--- config.mk ---
export PLATFORM = sky130hd
export DESIGN_NAME = opfetch_stage
export DESIGN_NICKNAME = d
export VERILOG_FILES = /design/src/rtl/opfetch_stage.sv
export SDC_FILE = /design/constraint.sdc
export NUM_CORES = 1
export LEC_CHECK = 0
export ABC_CLOCK_PERIOD_IN_PS = 2100
export BUFFER_PORTS_ARGS = -buffer_cell sky130_fd_sc_hd__buf_2
export CAP_MARGIN = 10
export CORE_MARGIN = 10
export CORE_UTILIZATION = 30
export CTS_BUF_LIST = sky130_fd_sc_hd__clkbuf_2
export DETAILED_ROUTE_END_ITERATION = 7
export PLACE_DENSITY = 0.62
export SKIP_CTS_REPAIR_TIMING = 1
export SLEW_MARGIN = 20
export SYNTH_ARGS = -nofsm -noshare
export SYNTH_HDL_FRONTEND = slang
export SYNTH_SLANG_ARGS = --single-unit
--- constraint.sdc ---
create_clock -name clk -period 2.1 [get_ports clk]
set_input_delay 0.315 -clock clk [delete_from_list [all_inputs] [get_ports clk]]
set_output_delay 0.315 -clock clk [all_outputs]
set_load 0.02 [all_outputs]
--- src/rtl/opfetch_stage.sv ---
// opfetch_stage: register-read / operand-fetch stage of the 16-bit pipeline.
// Selects each operand from the register file or the forwarding bus, latches
// the instruction into the RR/EX register, inserts load-use bubbles and obeys
// downstream stall and flush.
// Optional build macro: OPF_STALL_CNT_EN adds a saturating load-use bubble
// counter on output stall_cnt.
//
// state     | meaning
// ----------+--------------------------------------------------------------
// ST_RUN    | normal flow, RR/EX holds a real instruction or a flush bubble
// ST_BUBBLE | RR/EX holds a load-use bubble; decode is re-presenting the consumer
module opfetch_stage (
    input  logic        clk,
    input  logic        reset_n,
    input  logic        valid_in,
    input  logic [4:0]  func,
    input  logic [2:0]  read_a1,
    input  logic [2:0]  read_a2,
    input  logic [2:0]  rf_write_address,
    input  logic [15:0] rf_rd1,
    input  logic [15:0] rf_rd2,
    input  logic        data_dep_sig1,
    input  logic        data_dep_sig2,
    input  logic [15:0] data_frm_dh,
    input  logic        stall_in,
    input  logic        flush,
    output logic        ex_valid,
    output logic [4:0]  ex_func,
    output logic [15:0] ex_opa,
    output logic [15:0] ex_opb,
    output logic [2:0]  ex_wr_addr,
    output logic        stall_out,
    output logic        bubble_q
`ifdef OPF_STALL_CNT_EN
   ,output logic [15:0] stall_cnt
`endif
);

    localparam logic [4:0] LW_FUNC = 5'd15;
    localparam logic [4:0] SW_FUNC = 5'd16;

    typedef enum logic {
        ST_RUN    = 1'b0,
        ST_BUBBLE = 1'b1
    } state_t;

    state_t      state_q, state_d;
    logic        ex_valid_q, ex_valid_d;
    logic [4:0]  ex_func_q, ex_func_d;
    logic [15:0] ex_opa_q, ex_opa_d;
    logic [15:0] ex_opb_q, ex_opb_d;
    logic [2:0]  ex_wr_addr_q, ex_wr_addr_d;
    logic        reads_regs;
    logic        lu;

    // Load-use hazard: a load in RR/EX whose destination feeds the decode slot
    always_comb begin
        reads_regs = ((func >= 5'd1) && (func <= 5'd14)) || (func == SW_FUNC) || (func == LW_FUNC);
        lu = ex_valid_q && (ex_func_q == LW_FUNC) && valid_in && reads_regs &&
             ((ex_wr_addr_q == read_a1) || ((func != LW_FUNC) && (ex_wr_addr_q == read_a2)));
        stall_out = stall_in | (lu & ~flush);
    end

    // Next RR/EX contents and state: flush > stall_in > load-use > normal
    always_comb begin
        state_d      = state_q;
        ex_valid_d   = ex_valid_q;
        ex_func_d    = ex_func_q;
        ex_opa_d     = ex_opa_q;
        ex_opb_d     = ex_opb_q;
        ex_wr_addr_d = ex_wr_addr_q;
        if (flush || (!stall_in && lu)) begin
            ex_valid_d   = 1'b0;
            ex_func_d    = 5'd0;
            ex_opa_d     = 16'd0;
            ex_opb_d     = 16'd0;
            ex_wr_addr_d = 3'd0;
            state_d      = flush ? ST_RUN : ST_BUBBLE;
        end else if (!stall_in) begin
            ex_valid_d   = valid_in;
            ex_func_d    = valid_in ? func : 5'd0;
            ex_opa_d     = data_dep_sig1 ? data_frm_dh : rf_rd1;
            ex_opb_d     = data_dep_sig2 ? data_frm_dh : rf_rd2;
            ex_wr_addr_d = rf_write_address;
            state_d      = ST_RUN;
        end
    end

    // RR/EX pipeline register and state
    always_ff @(posedge clk or negedge reset_n) begin
        if (!reset_n) begin
            state_q      <= ST_RUN;
            ex_valid_q   <= 1'b0;
            ex_func_q    <= 5'd0;
            ex_opa_q     <= 16'd0;
            ex_opb_q     <= 16'd0;
            ex_wr_addr_q <= 3'd0;
        end else begin
            state_q      <= state_d;
            ex_valid_q   <= ex_valid_d;
            ex_func_q    <= ex_func_d;
            ex_opa_q     <= ex_opa_d;
            ex_opb_q     <= ex_opb_d;
            ex_wr_addr_q <= ex_wr_addr_d;
        end
    end

    assign ex_valid   = ex_valid_q;
    assign ex_func    = ex_func_q;
    assign ex_opa     = ex_opa_q;
    assign ex_opb     = ex_opb_q;
    assign ex_wr_addr = ex_wr_addr_q;
    assign bubble_q   = (state_q == ST_BUBBLE);

`ifdef OPF_STALL_CNT_EN
    logic [15:0] stall_cnt_q, stall_cnt_d;

    // Count load-use bubbles actually loaded; saturate, survive flush
    always_comb begin
        stall_cnt_d = stall_cnt_q;
        if (!flush && !stall_in && lu && (stall_cnt_q != 16'hFFFF))
            stall_cnt_d = stall_cnt_q + 16'd1;
    end

    // Bubble counter register
    always_ff @(posedge clk or negedge reset_n) begin
        if (!reset_n) stall_cnt_q <= 16'd0;
        else          stall_cnt_q <= stall_cnt_d;
    end

    assign stall_cnt = stall_cnt_q;
`endif

endmodule

==> impl_metrics.csv <==
group,metric,value,unit
worst_setup_path,crit_fanout,4,
layout,area_delta_synth_final,33.2,%
floorplan,die-area,10900,um^2
grt,grt_pass1_wl,10600,um
floorplan,fp-row-count,30,
power,power.density,558,nW/um^2
drt,wl,6600,um
cts,clkSinkCount,42,
synth,syn_avg_cell_area,13.2,um^2
drt,route.detailed.drc,0,
drt,firstDrtPassIters,6,
run_status,status,"finished clean",
timing,final-max-slew-violation-count,0,
synth,yosys-top-cells-count,"dfrtp_1, a32o_1, mux2_2",
synth,post_synth_instance_area,2150,um^2
placed_design,gp_congestion,0.779,
synth,dominantRegCellSynth,"dfrtp_1",
worst_setup_path,required,1.78,ns
layout,num-nets-final,340,
timing,fin_ws,0.0222,ns
timing,fmax,481,MHz
cts,numCtsBuffers,5,
layout,finalNonFillerCells,368,
synth,netlist_instances,163,
floorplan,start_util,31.3,%
grt,grt_pass1_vias,2021,
worst_setup_path,arrival,1.76,ns
synth,synth_area_leaders,"dfrtp_1, a32o_1, mux2_2",
synth,synth-edff-count,0,
synth,synthMostInstantiatedCell,"dfrtp_1",
placed_design,io_buffers,111,
drt,ant_nets,0,
placed_design,dp_slack,0.187,ns
layout,fin_area,2860,um^2
layout,diodes,0,
worst_setup_path,path_class,"reg -> out",
synth,synthArstFlopShare,100,%
timing,max_slew_margin,48.6,%
synth,yosysUniqueCellTypes,24,
drt,wl_per_cell,17.9,um
cts,htreeDepth,2,
floorplan,ioPinCount,112,
layout,utilization,41.6,%
placed_design,dp_hpwl,5170,um
timing,worst-slew-pin-transition,0.771,ns
timing,period_needed,2.08,ns
grt,grt_start_max_net_pins,35,
synth,ys_seq_area_share,49.0,%
cts,worstSkewPairLatency,0.36,ns
grt,antenna_found_initial,0,
worst_setup_path,start_kind,"flop",
timing,grt_setup_unrepaired,"yes",
drt,drt-initial-drc-count,48,
cts,ctsRootBufferMaster,"clkbuf_2",
timing,fin_crit_sh,98.9,%
synth,syn_nets,232,
synth,ys.warnings.count,0,
cts,cts_tree,"yes",
placed_design,placed_area,2780,um^2
drt,detail_route.vias_per_cell,4.97,
synth,synth.top_cell.area_share,49.0,%
grt,groute.usage.overall,11.6,%
drt,num_vias,1830,
worst_setup_path,critPathCaptureType,"output pin",
synth,synth_seq_cells,42,
synth,synth_largest_area_cell,"dfrtp_1",
job,cap_violations,0,
timing,setup_viol,0,
power,ir_drop,0.238,mV
cts,ctsLongestPathBuffers,2,
floorplan,fp.dieW,105,um
timing,whs,0.219,ns
grt,gr-total-overflow,0,
floorplan,core-area,6870,um^2
worst_hold_path,hold_path.class,"in -> reg",
floorplan,die_h,105,um
timing,finalClockSkew,0.0143,ns
power,leakage,1.42,nW
placed_design,dp_cells,358,
cts,clkTransAtPathRegs,0.20,ns
layout,drive_gt1_share,61.8,%
timing,hold_violations,0,
-- sequential cells by signal, indices dropped and copies added, names as in the netlist --
| name | cells |
|---|---|
| bubble_q | 1 |
| ex_func | 5 |
| ex_opa | 16 |
| ex_opb | 16 |
| ex_valid | 1 |
| ex_wr_addr | 3 |
-- layout make-up --
type | instances | area, um^2
Multi-Input combinational cell | 103 | 1030
Sequential cell | 42 | 1050
Timing Repair Buffer | 118 | 613
Inverter | 1 | 3.75
Fill cell | 682 | 4010
Clock buffer | 6 | 30.0
Clock inverter | 2 | 8.76
Tap cell | 96 | 120
-- path summary, 6_finish.rpt --
check | startpoint | end | slack [ns] | cells after the start
max in group asynchronous | reset_n | ex_opb[3] | 0.94 | 3
setup reg to reg | ex_wr_addr[0] | ex_opa[5] | 0.42 | 6
min in group asynchronous | reset_n | ex_opa[15] | 0.52 | 2
setup / recovery | ex_wr_addr[0] | stall_out | 0.02 | 6
hold / removal | flush | bubble_q | 0.22 | 2
hold reg to reg | ex_opb[14] | ex_opb[14] | 0.51 | 1
-- where the power goes --
part,internal [W],switching [W],total [W]
Clock,0.0000823,0.000240,0.000322
Combinational,0.000179,0.000210,0.000389
Sequential,0.000856,0.0000298,0.000886
Total,0.00112,0.000479,0.00160
-- critical path, stage by stage (launching register included) --
cell      delay [ns]
dfrtp_2         0.49
buf_4           0.14
xor2_1          0.14
nor3_2          0.23
o21ai_4         0.09
o21bai_1        0.15
buf_4           0.16
-- routing by layer --
| metal | share of wire [%] | GRT usage, % | vias to the layer above |
|---|---|---|---|
| li1 | - | - | 867 |
| met3 | 6.6 | 3.50 | 2 |
| met1 | 46 | 14.7 | 885 |
| met4 | 0.33 | 3.53 | 0 |
| met5 | 0 | 0 | - |
| met2 | 47 | 18.5 | 76 |
-- cells by family after synthesis --
family,count (synthesis),share of synthesized area (%)
AOI/OAI and AO/OA,44,20.3
and+or+nand+nor,20,6.35
muxes,32,16.8
buffers and inverters,18,4.72
xor gates and xnor gates,7,2.86
DFF,42,49.0
-- stage by stage --
stage / total power, W / setup TNS (ns)
3_5_place_dp: 0.00129 / 0
3_3_place_gp: 0.00128 / 0
4_1_cts: 0.00162 / -0.114
6_report: 0.00160 / 0
5_1_grt: 0.00170 / -0.113
2_1_floorplan: 0.00111 / 0
-- placed cells by master, fill, tap and decap left out --
cell             n
buf_2          110
dfrtp_1         40
a32o_1          39
mux2_2          32
buf_4            7
clkbuf_2         6
xor2_1           5
and3_1           4
and2_1           3
xor2_2           2
nand4_1          2
a22o_1           2
dfrtp_2          2
nor3_2           1
nor2_1           1
nor4_4           1
nor4_2           1
nand3b_1         1
nor3_1           1
o21ai_4          1
o21bai_1         1
nor2_2           1
nor2b_2          1
inv_1            1
and3_2           1
nand2_1          1
o31ai_2          1
nor3b_1          1
clkinv_2         1
clkinv_1         1
dlygate4sd3_1    1
No activity file was read; power rests on OpenSTA's default activity.
